## config.mk

```make
export PLATFORM = sky130hd
export DESIGN_NAME = decoder3_8_seq
export DESIGN_NICKNAME = d
export VERILOG_FILES = /design/src/rtl/decoder_pkg.sv /design/src/rtl/decoder3_8_seq_pulse_timer.sv /design/src/rtl/decoder3_8_seq.sv
export SDC_FILE = /design/constraint.sdc
export NUM_CORES = 1
export LEC_CHECK = 0
export BUFFER_PORTS_ARGS = -buffer_cell sky130_fd_sc_hd__buf_4
export CAP_MARGIN = 40
export CORE_MARGIN = 3
export CORE_UTILIZATION = 50
export CTS_CLUSTER_SIZE = 25
export DETAILED_ROUTE_END_ITERATION = 8
export GPL_TIMING_DRIVEN = 0
export PLACE_DENSITY = 0.79
export SLEW_MARGIN = 10
export SYNTH_ARGS = -nofsm -noshare
export SYNTH_HDL_FRONTEND = slang
export SYNTH_SLANG_ARGS = --single-unit
```

## constraint.sdc

```tcl
create_clock -name clk -period 2.7 [get_ports clk]
set_clock_uncertainty 0.1 [all_clocks]
set_input_delay 0.135 -clock clk [delete_from_list [all_inputs] [get_ports clk]]
set_output_delay 0.135 -clock clk [all_outputs]
set_load 0.03 [all_outputs]
```

## src/rtl/decoder_pkg.sv

```systemverilog
// Shared types and widths for the registered 3-to-8 decoder.
// Holds the FSM state enum and the code, output and counter widths.
package decoder_pkg;

  localparam int CODE_W = 3;
  localparam int OUT_W  = 8;
  localparam int CNT_W  = 8;

  typedef enum logic [1:0] {
    IDLE,
    ACTIVE,
    GAP
  } state_t;

endpackage

```

## src/rtl/decoder3_8_seq_pulse_timer.sv

```systemverilog
// pulse_timer: loadable down-counter shared by the ACTIVE and GAP states.
// Ports: load/load_val reload, dec steps down (holds at 0), value, zero flag.
module pulse_timer
  import decoder_pkg::*;
(
  input  logic             clk,
  input  logic             rst_n,
  input  logic             load,
  input  logic [CNT_W-1:0] load_val,
  input  logic             dec,
  output logic [CNT_W-1:0] value,
  output logic             zero
);

  always_ff @(posedge clk or negedge rst_n) begin
    if (!rst_n) begin
      value <= '0;
    end else if (load) begin
      value <= load_val;
    end else if (dec && (value != '0)) begin
      value <= value - 1'b1;
    end
  end

  assign zero = (value == '0);

endmodule

```

## src/rtl/decoder3_8_seq.sv

```systemverilog
// Registered 3-to-8 decoder: valid/ready input, timed one-hot pulse on y,
// then a quiet gap. Ports: clk, rst_n, in_valid/in_ready/in_code, y, busy,
// done; with DEC_PARITY_EN also in_parity (even parity) and err.
module decoder3_8_seq
  import decoder_pkg::*;
#(
  parameter int PULSE_CYCLES = 4,
  parameter int GAP_CYCLES   = 1
) (
  input  logic              clk,
  input  logic              rst_n,
  input  logic              in_valid,
  output logic              in_ready,
  input  logic [CODE_W-1:0] in_code,
  output logic [OUT_W-1:0]  y,
  output logic              busy,
  output logic              done
`ifdef DEC_PARITY_EN
  ,
  input  logic              in_parity,
  output logic              err
`endif
);

  localparam logic [CNT_W-1:0] PULSE_LD = CNT_W'(PULSE_CYCLES - 1);
  localparam logic [CNT_W-1:0] GAP_LD   = CNT_W'(GAP_CYCLES - 1);

  state_t              state_q, state_n;
  logic [CODE_W-1:0]   code_q, code_n;
  logic                ld;
  logic [CNT_W-1:0]    ld_val;
  logic                dec;
  logic [CNT_W-1:0]    cnt;
  logic [CNT_W-1:0]    cnt_n;
  logic                cnt_zero;
  logic [OUT_W-1:0]    y_n;
  logic                rdy_n;
  logic                done_n;
`ifdef DEC_PARITY_EN
  logic                err_n;
`endif

  pulse_timer u_timer (
    .clk      (clk),
    .rst_n    (rst_n),
    .load     (ld),
    .load_val (ld_val),
    .dec      (dec),
    .value    (cnt),
    .zero     (cnt_zero)
  );

  always_comb begin
    state_n = state_q;
    code_n  = code_q;
    ld      = 1'b0;
    ld_val  = '0;
    dec     = 1'b0;
`ifdef DEC_PARITY_EN
    err_n   = 1'b0;
`endif
    unique case (state_q)
      IDLE: begin
`ifdef DEC_PARITY_EN
        if (in_valid && ^{in_code, in_parity}) begin
          err_n = 1'b1;
        end else if (in_valid) begin
`else
        if (in_valid) begin
`endif
          state_n = ACTIVE;
          code_n  = in_code;
          ld      = 1'b1;
          ld_val  = PULSE_LD;
        end
      end
      ACTIVE: begin
        if (cnt_zero) begin
          if (GAP_CYCLES == 0) begin
            state_n = IDLE;
          end else begin
            state_n = GAP;
            ld      = 1'b1;
            ld_val  = GAP_LD;
          end
        end else begin
          dec = 1'b1;
        end
      end
      GAP: begin
        if (cnt_zero) state_n = IDLE;
        else          dec     = 1'b1;
      end
      default: state_n = IDLE;
    endcase
  end

  // Outputs are computed from next state/count so they land in flops
  // aligned with the state they describe.
  always_comb begin
    cnt_n  = ld ? ld_val : (dec ? cnt - 1'b1 : cnt);
    rdy_n  = (state_n == IDLE);
    done_n = (state_n == ACTIVE) && (cnt_n == '0);
    y_n    = (state_n == ACTIVE) ? (OUT_W'(1) << code_n) : '0;
  end

  always_ff @(posedge clk or negedge rst_n) begin
    if (!rst_n) begin
      state_q  <= IDLE;
      code_q   <= '0;
      y        <= '0;
      in_ready <= 1'b1;
      busy     <= 1'b0;
      done     <= 1'b0;
    end else begin
      state_q  <= state_n;
      code_q   <= code_n;
      y        <= y_n;
      in_ready <= rdy_n;
      busy     <= !rdy_n;
      done     <= done_n;
    end
  end

`ifdef DEC_PARITY_EN
  always_ff @(posedge clk or negedge rst_n) begin
    if (!rst_n) err <= 1'b0;
    else        err <= err_n;
  end
`endif

endmodule

```

; Yosys cells after proc, flatten, opt, wreduce, memory -nomap -nowiden
; Index checks and enable logic that the tools add are counted.
[classes]
addsub = 1
n_eq_ne = 3
shift = 1
muxes = 18
n_reduce_logical = 10
[op_table]
columns = operator, n
row1 = $mux W8, 5
row2 = $logic_not A8 Y1, 2
row3 = $mux W2, 5
row4 = $reduce_bool A8 Y1, 1
row5 = $shl A1 B3 Y8 const A, 1
row6 = $sub A8 B1 Y8 const B, 1
row7 = $mux W3, 2
row8 = $pmux W2 S3, 1
row9 = $eq A2 B1 Y1 const B, 2
row10 = $logic_not A2 Y1, 2
row11 = $mux W1, 4
row12 = $eq A2 B2 Y1 const B, 1
row13 = $logic_and A1 B1 Y1, 2
row14 = $pmux W1 S2, 1
row15 = $reduce_bool A2 Y1, 1
row16 = $reduce_or A2 Y1, 1
row17 = $logic_not A1 Y1, 1
[word_totals]
ff_bits = 24
input_bits = 6

; Logic depth before layout (Yosys ltp)
[depth]
ltp_word = 7
ltp_mapped = 9

; By module
; Synthesis repeated with hierarchy kept, for this count alone.
[unflattened]
hier_cells = 125
area_unflattened_um2 = 1281.2
[by_module_without_submodules]
columns = mod, n_inst, cells_each, area_per_inst_um2, seq_area_each_um2
row1 = decoder3_8_seq, 1, 67, 753.2, 401.6
row2 = pulse_timer, 1, 58, 528.0, 200.2

; Worst setup path after synthesis
; OpenSTA, ideal clock, no wires.
[synth_path]
path_type = register to register
start = reg u_timer.value[0]
end = reg done
setup_time_ns = 0.068
arrival_ns = 2.093
required_ns = 2.532
slack_ns = 0.440
path_stages_with_launch = 8
path_buffers = 0
synth_period_minus_slack_ns = 2.260
path_cell_list = dfrtp_1 -> inv_1 -> ha_1 -> or3b_2 -> or3_1 -> mux2_2 -> a211oi_1 -> and4_1
[synth_between]
elab_chain_len = 7
[synth_lines]
columns = item, line
row1 = start: declaration, decoder3_8_seq_pulse_timer.sv:11  ; output logic [CNT_W-1:0] value,
row2 = start signal: assignment, decoder3_8_seq_pulse_timer.sv:19  ; value <= load_val;
row3 = start signal: assignment, decoder3_8_seq_pulse_timer.sv:21  ; value <= value - 1'b1;
row4 = "parallel branches: the longest is 6 deep, another holds $sub A8 B1 Y8", n/a
row5 = $logic_and A1 B1 Y1 *, decoder3_8_seq.sv:103  ; done_n = (state_n == ACTIVE) && (cnt_n == '0);
row6 = via done_n, decoder3_8_seq.sv:38  ; logic done_n;
row7 = end signal: assignment, decoder3_8_seq.sv:121  ; done <= done_n;
row8 = end: declaration, decoder3_8_seq.sv:17  ; output logic done
; Mark *: on every way through the listed nets, which the timed path passes.
; A chain may end at the register's enable or synchronous reset.

; Final worst setup path
; Same ends and word-level chain as after synthesis.

==> results.md <==
* Slew Viols, Final at 0
* Critical Path AT at 2680 ps
* Yosys Warn Count at 0
* First-pass GRT wire length at 4.32 mm
* Starting Density at 0.540
* Leakage power of the design at ~0.7 nW
* Max Clk Rate at 0.396 GHz
* Mapped cell area at 1220 um^2
* GRT Util Overall at 0.175
* Post-synth ARST share at 1.00
* CTS hold repair buffers at 2
* DP Cell Count at ~170
* Routability Congestion at between 0.9 and 1
* Met2 wire len at 1.23 mm
* Vias in the first global route at 944
* 1st-iter DRT viols at 37
* CP required at 2850 ps
* Initial antenna violation count at 0
* Clock H-tree levels at 1
* Synth cell types at 36
* Uppermost routed layer: met4
* Status: completed
* Number of diodes at 0
* Top post-synthesis cells by count: 23 x dfrtp_1, 9 x inv_1, 9 x nor2_1, 9 x nor3_1, 7 x a21oi_1
* Critical-path cell list: inv_1, ha_1, or3b_2, or3_1, mux2_2, a211oi_1, and4_1
* Slowest Stage Delay on Critical Path at 480 ps
* Synthesized flop and latch total at 24
* Hold Crit Depth at 3
* Cell area power density at 1260 nW/um^2
* Via density at between 5 and 6
* Root buf cell: clkbuf_4
* Maxcap violations at 0
* CTS tree: yes
* Slew headroom at 0.511
* I/O Pins at 17
* Chip Width at between 50 and 60 um
* Die area at 3060 um^2
* Most common cell in the netlist: dfrtp_1
* Layout area overhead at 18.7%
* Buffers added on ports at 16
* Die height at 55.3 um
* NumNets Final at 157
* CTS sink count at 24
* Synth area leader: dfrtp_1
* Synth top area share at 0.473
* Layout cell share with drive strength beyond 1 at 0.188
* Drt first pass iters at 4
* TritonCTS buffer count at 3
* Post-layout util at 0.641
* Final Instance Area at about 1400 um^2
* # rows at 17
* Design Power at 1.82 mW
* R2R depth at 7
* Met1 WL at about 1.1 mm
* WL/cell at 14.2 um
* Routed Antenna Nets at 0
* Clk buf depth at 2
* Residual DRC at 0
* CP max-delay cell: or3b_2
* CP startpoint kind: register
* CORE AREA at 2250 um^2
* Fin Setup TNS at 0 ps
* CP Max Fanout at 7
* Non-filler cells, final at 172
* Crit Path Class: reg -> reg
* Clk slew on worst S/H paths at roughly 130 ps
* Clk Latency, worst-skew pair at 310 ps
* Post-Syn Nets at 134
* Post-DP HPWL at 1.79 mm
* Vias at 992
* Hold/Removal Path Class: in -> reg
* Avg Cell Area, Syn at 9.98 um^2
* Min cycle time layout at 2520 ps
* Final hold violation count at 0
* Sequential element share of the synthesized area at 0.494
* Number of setup buffers added after CTS at 0
* Slew @ Worst Pin at slightly above 700 ps
* Gate Count Post-Synth at 122
* Congestion Overflow GR at 0
* CP endpoint kind: register
* Largest cells by area after synthesis: dfrtp_1 47%, ha_1 6.2%, nor3_1 3.7%, a21oi_1 2.9%, inv_1 2.8%
* Placed cell area at 1370 um^2
* Drt total wl at around 2.4 mm
* Largest net degree at the start of global routing at 25
* Unrepaired setup endpoints after global routing: false
* Post-CTS resize count at 0
* Final Cycle Share at 0.935
* Worst vdd ir at approximately 0.99 mV
* Final number of setup-violating endpoints at 0
* Number of flops mapped to enable cells by yosys at 0
* Post-synth top flop: dfrtp_1
* Met3 WL post-DR at 83 um
flip-flops by register name, indices dropped and copies added, names as in the netlist:
register,count
state_q,2
done,1
in_ready,1
u_timer.value,8
code_q,3
y,8
busy,1
layout make-up:
class	instances	area (um^2)
fillers	199	810
flip-flops and latches	24	602
multi-input cells	86	568
repair buffers	18	140
well taps	28	35.0
inverters	9	33.8
clock inverters	1	30.0
clock buffers	3	22.5
plain buffers	3	13.8
path summary, 6_finish.rpt:
kind,from,to,slack (ps)
max,u_timer.value[0],done,180
min reg2reg,code_q[2],code_q[2],430
min,in_valid,u_timer.value[1],80
min in group asynchronous,rst_n,u_timer.value[1],130
max in group asynchronous,rst_n,in_ready,2090
max reg2reg,u_timer.value[0],done,180
metrics by stage:
stage | worst slack, ps | hold slack (ps)
floorplan | 440 | -261
global placement | 259 | -56.7
detailed placement | 243 | -53.3
CTS | 215 | 78.6
global route | 18.3 | 96.5
finish | 176 | 76.2
metal layers:
layer	up-vias	global-route usage
met5	-	0
met4	0	0.0694
met3	4	0.0327
met2	18	0.292
met1	481	0.221
li1	489	-
cells by family after synthesis:
group	count (synthesis)	share of synthesized area
AO/OA/AOI/OAI	26	0.141
XOR/XNOR	1	0.00720
AND/OR/NAND/NOR	49	0.223
adder cells (fa/ha/maj)	6	0.0617
multiplexers	4	0.0339
buffers and inverters	12	0.0390
flip-flops	24	0.494
cells in the final DEF (no fill, tap or decap), types with 4 or more instances in the layout:
cell type,count
dfrtp_1,23
buf_4,16
inv_1,9
nor3_1,9
nor2_1,9
a21oi_1,7
nand2_1,6
ha_1,6
o21ai_0,5
nand3_1,5
nor2b_1,4
and3_1,4
worst max-delay path, delay by kind of cell (launching register included):
family | cells | cell delay [ps]
compound gates | 1 | 230
simple gates | 3 | 1070
buf+inv | 1 | 120
flops | 1 | 470
mux | 1 | 290
fa+ha+maj | 1 | 170
power breakdown:
group | total, mW | switching [mW] | internal, mW
combinational | 0.946 | 0.571 | 0.375
sequential | 0.617 | 0.114 | 0.503
clock | 0.256 | 0.106 | 0.150
No activity file was read; power rests on OpenSTA's default activity.
